$ cat src/rtl/row_by_matrix_mul.sv
// row_by_matrix_mul: signed fixed-point row vector times a constant weight matrix.
// Ports: clk, rst (async active-low), packed_a (IN_D x W), packed_out (OUT_D x 2W), out_v (sticky).
//
// Inputs are W-bit two's complement. The product of two elements has
// twice as many fractional bits, so the outputs carry full-precision
// 2W-bit dot products with no rounding or shifting.
//
// Weights are held in WEIGHT_INIT, row-major. Word i*OUT_D+j is w[i][j]
// (input i -> output j). Word 0 sits in the MSBs, which is the same word
// order as a weights.hex image.
//
// Flow: LOAD captures packed_a, then MAC adds one matrix row per cycle.
// The edge that adds the last row sets out_v, and DONE then holds the
// results until the next reset.
module row_by_matrix_mul #(
    parameter int                      W           = 16,
    parameter int                      IN_D        = 4,
    parameter int                      OUT_D       = 4,
    parameter logic [IN_D*OUT_D*W-1:0] WEIGHT_INIT = '0
) (
    input  logic                 clk,
    input  logic                 rst,
    input  logic [IN_D*W-1:0]    packed_a,
    output logic [OUT_D*2*W-1:0] packed_out,
    output logic                 out_v
);

    localparam int NW = IN_D * OUT_D;
    localparam int IW = (IN_D > 1) ? $clog2(IN_D) : 1;
    localparam logic [IW-1:0] LAST_IDX = IW'(IN_D - 1);

    typedef enum logic [1:0] {
        LOAD = 2'd0,
        MAC  = 2'd1,
        DONE = 2'd2
    } state_t;

    state_t                 state_q, state_d;
    logic [IN_D*W-1:0]      a_q, a_d;
    logic [OUT_D*2*W-1:0]   acc_q, acc_d;
    logic [IW-1:0]          idx_q, idx_d;
    logic                   out_v_q, out_v_d;

    logic [W-1:0]           a_sel;
    logic [W-1:0]           w_sel;
    logic [2*W-1:0]         a_ext;
    logic [2*W-1:0]         w_ext;
    logic [2*W-1:0]         prod;

    always_comb begin
        state_d = state_q;
        a_d     = a_q;
        acc_d   = acc_q;
        idx_d   = idx_q;
        out_v_d = out_v_q;
        a_sel   = '0;
        w_sel   = '0;
        a_ext   = '0;
        w_ext   = '0;
        prod    = '0;

        unique case (state_q)
            LOAD: begin
                a_d     = packed_a;
                acc_d   = '0;
                idx_d   = '0;
                state_d = MAC;
            end

            MAC: begin
                a_sel = a_q[(IN_D-1-int'(idx_q))*W +: W];
                a_ext = {{W{a_sel[W-1]}}, a_sel};
                for (int j = 0; j < OUT_D; j++) begin
                    w_sel = WEIGHT_INIT[(NW-1-(int'(idx_q)*OUT_D+j))*W +: W];
                    w_ext = {{W{w_sel[W-1]}}, w_sel};
                    // Both operands are sign-extended to 2W bits, so the
                    // low 2W bits of the product are the exact signed
                    // product. The accumulation wraps on overflow.
                    prod  = a_ext * w_ext;
                    acc_d[(OUT_D-1-j)*2*W +: 2*W] =
                        acc_q[(OUT_D-1-j)*2*W +: 2*W] + prod;
                end
                if (idx_q == LAST_IDX) begin
                    out_v_d = 1'b1;
                    state_d = DONE;
                end else begin
                    idx_d = idx_q + IW'(1);
                end
            end

            DONE: begin
                out_v_d = 1'b1;
            end

            default: begin
                state_d = LOAD;
            end
        endcase
    end

    always_ff @(posedge clk or negedge rst) begin
        if (!rst) begin
            state_q <= LOAD;
            a_q     <= '0;
            acc_q   <= '0;
            idx_q   <= '0;
            out_v_q <= 1'b0;
        end else begin
            state_q <= state_d;
            a_q     <= a_d;
            acc_q   <= acc_d;
            idx_q   <= idx_d;
            out_v_q <= out_v_d;
        end
    end

    // Partial sums are visible during MAC; consumers qualify with out_v.
    assign packed_out = acc_q;
    assign out_v      = out_v_q;

endmodule

$ cat config.mk
export PLATFORM = sky130hd
export DESIGN_NAME = row_by_matrix_mul
export DESIGN_NICKNAME = d
export VERILOG_FILES = /design/src/rtl/row_by_matrix_mul.sv
export SDC_FILE = /design/constraint.sdc
export NUM_CORES = 1
export LEC_CHECK = 0
export BUFFER_PORTS_ARGS = -buffer_cell sky130_fd_sc_hd__buf_2
export CORE_AREA = 2 2 123 125
export CTS_CLUSTER_SIZE = 10
export DETAILED_ROUTE_END_ITERATION = 10
export DIE_AREA = 0 0 125 127
export PLACE_DENSITY = 0.46
export SYNTH_ARGS = -nofsm -noshare
export SYNTH_HDL_FRONTEND = slang
export SYNTH_SLANG_ARGS = --single-unit
$ cat constraint.sdc
create_clock -name clk -period 3.4 [get_ports clk]
set_input_delay 0.17 -clock clk [delete_from_list [all_inputs] [get_ports clk]]
set_output_delay 0.17 -clock clk [all_outputs]
set_load 0.1 [all_outputs]
======== Yosys cells after proc, flatten, opt, wreduce, memory -nomap -nowiden ========
Index checks and enable logic that the tools add are counted.
Widths: inputs -> output; s select.
storage, ports and cells
  register bits ........................... 197
  input bits .............................. 66
  word-level logic and storage cells ...... 46
operators by class
  $add $sub $neg .......................... 13
  $mul .................................... 4
  eq/ne operators ......................... 5
  shifts and indexed selects .............. 5
  multiplexer cells ....................... 7
  bitwise gates (word level) .............. 1
  reductions and logical operators ........ 6
operators with widths
  operator                    number
  $shiftx 256x10->16 const A  3
  $pmux 128 s2                1
  $shiftx 256x9->16 const A   1
  $add 32x32->32              4
  $mul 16x16->32              4
  $shiftx 64x7->16            1
  $sub 4x5->6 const A         3
  $add 4x2->5 const B         2
  $pmux 2 s3                  1
  $reduce_and 2->1            3
  $add 4x1->5 const B         1
  $sub 4x4->5 const A         1
  $eq 2x2->1 const B          2
  $mux 2                      2
  $ne 2x2->1 const B          2
  $pmux 2 s2                  1
  $reduce_bool 2->1           2
  $sub 2x2->3 const A         1
  $add 2x1->2 const B         1
  $eq 2x1->1 const B          1
  $logic_not 2->1             1
  $pmux 1 s2                  1
  $mux 1                      1
  $not 1->1                   1

======== Longest topological paths before layout ========
  depth after elaboration ................. 6
  depth in mapped cells ................... 5
  mapped depth without buffers ............ 3

======== Worst setup path after synthesis ========
No wires, ideal clock.
  kind .................................... register to register
  start ................................... register idx_q[0]
  end ..................................... register idx_q[0]
  setup time .............................. 0.068 ns
  arrival ................................. 1.178 ns
  data required time ...................... 3.332 ns
  path slack .............................. 2.154 ns
  cell stages (with the launch flop) ...... 4
  path buffers ............................ 0
  clock period less this slack ............ 1.246 ns
  cell sequence ........................... dfrtp_1 > ha_1 > or4b_1 > nand3_1
on the way
  word-level cells in the longest chain between the ends .. 3
RTL lines
  item                                                   RTL line  RTL
  start, declared                                        41        logic [IW-1:0] idx_q, idx_d;
  start signal, assigned                                 112       idx_q <= idx_d;
  $add 2x1->2 / $eq 2x2->1 (equally long branches)       87, 83
  $mux 2 / $ne 2x2->1 (equally long branches)            --
  $pmux 2 s2 / $reduce_and 2->1 (equally long branches)  --
Parallel ways exist; a longest one is shown, timed or not. The select of a mux whose other input is x is not followed.
A chain may end at the register's enable or synchronous reset.

======== Final worst setup path ========
  start ................................... register state_q[1]
  end ..................................... register acc_q[62], in the netlist packed_out[62]
on the way
  word-level cells in the longest chain between the ends .. 2
RTL lines
  item                                                      RTL line  RTL
  start, declared                                           38        state_t state_q, state_d;
  start signal, assigned                                    109       state_q <= state_d;
  $eq 2x1->1 / $logic_not 2->1 (equally long branches)      62        unique case (state_q)
  $pmux 128 s2 / $reduce_bool 2->1 (equally long branches)  --
  end signal, assigned                                      105       acc_q <= '0;
  end signal, assigned                                      111       acc_q <= acc_d;
  end, declared                                             40        logic [OUT_D*2*W-1:0] acc_q, acc_d;
Parallel ways exist; a longest one is shown, timed or not.

==> results.tsv <==
metric	value	unit
reg2reg end	packed_out[62]	
leakage	2.653	nW
initial antenna violation count	0	
R2R Setup Slk	1.59	ns
RSZ-0062 raised after global routing	no	
xor/xnor share of the synthesized area	0	%
final wirelength	6272	µm
startpoint types	flip-flop	
commonest non-fill, non-tap cells in the layout	101 x dfrtp_1, 97 x buf_2, 96 x nor2b_1	
Core Region	0.01442	mm²
deepest clock path buffer count	2	
Die Wd	125	µm
Clock Skews	0.004087	ns
Area after DPL	0.004129	mm²
Syn. warnings	0	
Gate Count Post-Synth	257	
max-cap viol count	0	
final sum of negative setup slack	0	ns
Pwr Density	538.1	mW/mm²
post-DP HPWL	4218	µm
Req. time, crit path	3.62	ns
CP delay by family, top	simple AND/OR/NAND/NOR gates	
post-synthesis adder-cell area fraction	0.7008	%
CTS clock-pin slew for the worst setup and hold paths	0.06	ns
CP peak stage delay	0.78	ns
Remaining DRCs	0	
DR vias	1960	
final cell area excluding filler cells	0.004432	mm²
initial core utilization	24.76	%
Final setup viols	0	
H-tree Lvls	3	
worst skew pair latency	0.34	ns
slew at the pin with the worst max-slew slack	0.9474	ns
largest net degree at the start of global routing	44	
critical path class	reg2reg	
GRT Total Usage	8.580	%
total gr overflow	0	
Slowest cell on crit path	nor2_4	
RR Startpoint	state_q[1]	
port buffer count	98	
mux contribution to synthesized area	0	%
root buffer cell	clkbuf_16	
Post-CTS Hold Buffers	1	
reg2reg path depth	3	
Rel. slew slack	36.69	%
post-synthesis simple-gate area fraction	18.33	%
worst min path class	in2async	
syn avg cell area	13.89	µm²
Fin Hold WS	0.3133	ns
Seq/Total Area, Yosys	70.78	%
post-cts gate resize count	0	
Critical Path Fanout Max	40	
status	finished clean	
CP arrival	2.04	ns
critical path, cell by cell	nor2_4 > buf_4 > nor2b_1	
GPL Wtd Cong	0.6309	
clk sinks	101	
final hold violations	0	
Compound-Gate Fraction of Synth Area	0.7708	%
commonest non-fill, non-tap cell in the layout	dfrtp_1	
Antenna diodes	0	
flops & latches, synth	101	
Post CTS Setup Buffer Count	0	
Peak VDD IR	219.7	µV
distinct cell type count after synthesis	19	
f_max	551.9	MHz
Die Y	127	µm
CTS Buf Count	9	
crit end category	flip-flop	
die area	0.01588	mm²
drt wl/cell	11.45	µm
PnR worst setup slack	1.588	ns
Initial DRC Count	97	
CTS tree	built	
Area Growth Syn to Fin	24.11	%
Placement Setup Slack	1.558	ns
largest family of logic cells by synthesized area	simple AND/OR/NAND/NOR gates	
drt first pass iters	4	
Vias per Instance	3.577	
synthesized cell area	0.003571	mm²
row count	44	
first-pass GRT wire length	10410	µm
buffer and inverter count on the worst path	1	
Power Total	2.385	mW
Slew Limit Fails	0	
Ports	195	
Tmin final	1.812	ns
Nets	427	
Routed Antenna Nets	0	
share of cells above drive strength 1	32.42	%
number of global-route vias before repair	1924	
Tcrit/Tclk final	53.29	%
## area by class of cell
class | count | area [µm²]
well taps | 184 | 230.2
clock buffers | 11 | 242.7
multi-input cells | 143 | 832.0
fillers | 1473 | 9992
inverters | 1 | 3.754
repair buffers | 103 | 545.5
flip-flops and latches | 101 | 2527
clock inverters | 5 | 50.05
## flip-flops by register name (all words and copies together) (netlist names)
signal and cells:
packed_out 96, idx_q 2, state_q 2, out_v 1
## cell usage after synthesis, drive strengths merged
| cell | n | area [µm²] |
|---|---|---|
| o211ai | 1 | 7.510 |
| nand2 | 2 | 7.510 |
| nor2 | 1 | 6.260 |
| a221o | 1 | 10.01 |
| buf | 43 | 329.1 |
| o21ai | 1 | 5.000 |
| a21oi | 1 | 5.000 |
| nand2b | 1 | 6.260 |
| nor3b | 1 | 7.510 |
| and3 | 1 | 6.260 |
| ha | 2 | 25.02 |
| conb | 1 | 3.750 |
| or4b | 1 | 10.01 |
| nor2b | 96 | 600.6 |
| dfrtp | 101 | 2527 |
| inv | 1 | 3.750 |
| nand3 | 2 | 10.01 |
## where the power goes
| part | total [mW] | internal (mW) | leakage (nW) | switching [mW] |
|---|---|---|---|---|
| Sequential | 1.20 | 1.20 | 1.39 | 0 |
| Clock | 1.00 | 0.585 | 0.149 | 0.419 |
| Combinational | 0.179 | 0.00299 | 1.11 | 0.176 |
## through the flow
| stage | util [%] | std cells |
|---|---|---|
| final | 30.73 | 548 |
| after global routing | 30.73 | 548 |
| after CTS | 30.73 | 548 |
| after detailed placement | 28.63 | 531 |
| after global placement | 28.63 | 531 |
| after floorplan | - | 288 |
## how the worst max path moves through the flow
| stage | from | endpoint | slack [ns] | cells after the start |
|---|---|---|---|---|
| floorplan | idx_q[0] | idx_q[0] | 2.15 | 3 |
| global placement | state_q[1] | packed_out[55] | 1.62 | 3 |
| detailed placement | state_q[1] | packed_out[62] | 1.56 | 3 |
| CTS | state_q[1] | packed_out[62] | 1.54 | 3 |
| global route | state_q[1] | packed_out[28] | 1.42 | 3 |
| finish | state_q[1] | packed_out[62] | 1.59 | 3 |
## worst register-to-register path, delay by kind of cell (launching register included)
kind	cells	cell delay, ns
simple gates	2	0.86
flops	1	0.49
buf+inv	1	0.35
## routing by layer
layer / vias up / global-route usage (%) / share of wire [%]
met5: - / 0 / 0
met4: 0 / 4.118 / 2.1
met3: 13 / 4.146 / 8.3
met2: 87 / 11.25 / 41
met1: 928 / 11.76 / 48
li1: 932 / - / -
## cells by family (layout without fill, tap and decap cells)
family	count (synthesis)	after routing
flip-flops	101	101
AND/OR/NAND/NOR	105	105
adder cells (fa/ha/maj)	2	2
other	1	32
buffers and inverters	44	120
AO/OA/AOI/OAI	4	4
Power figures use the tool's default switching activity.
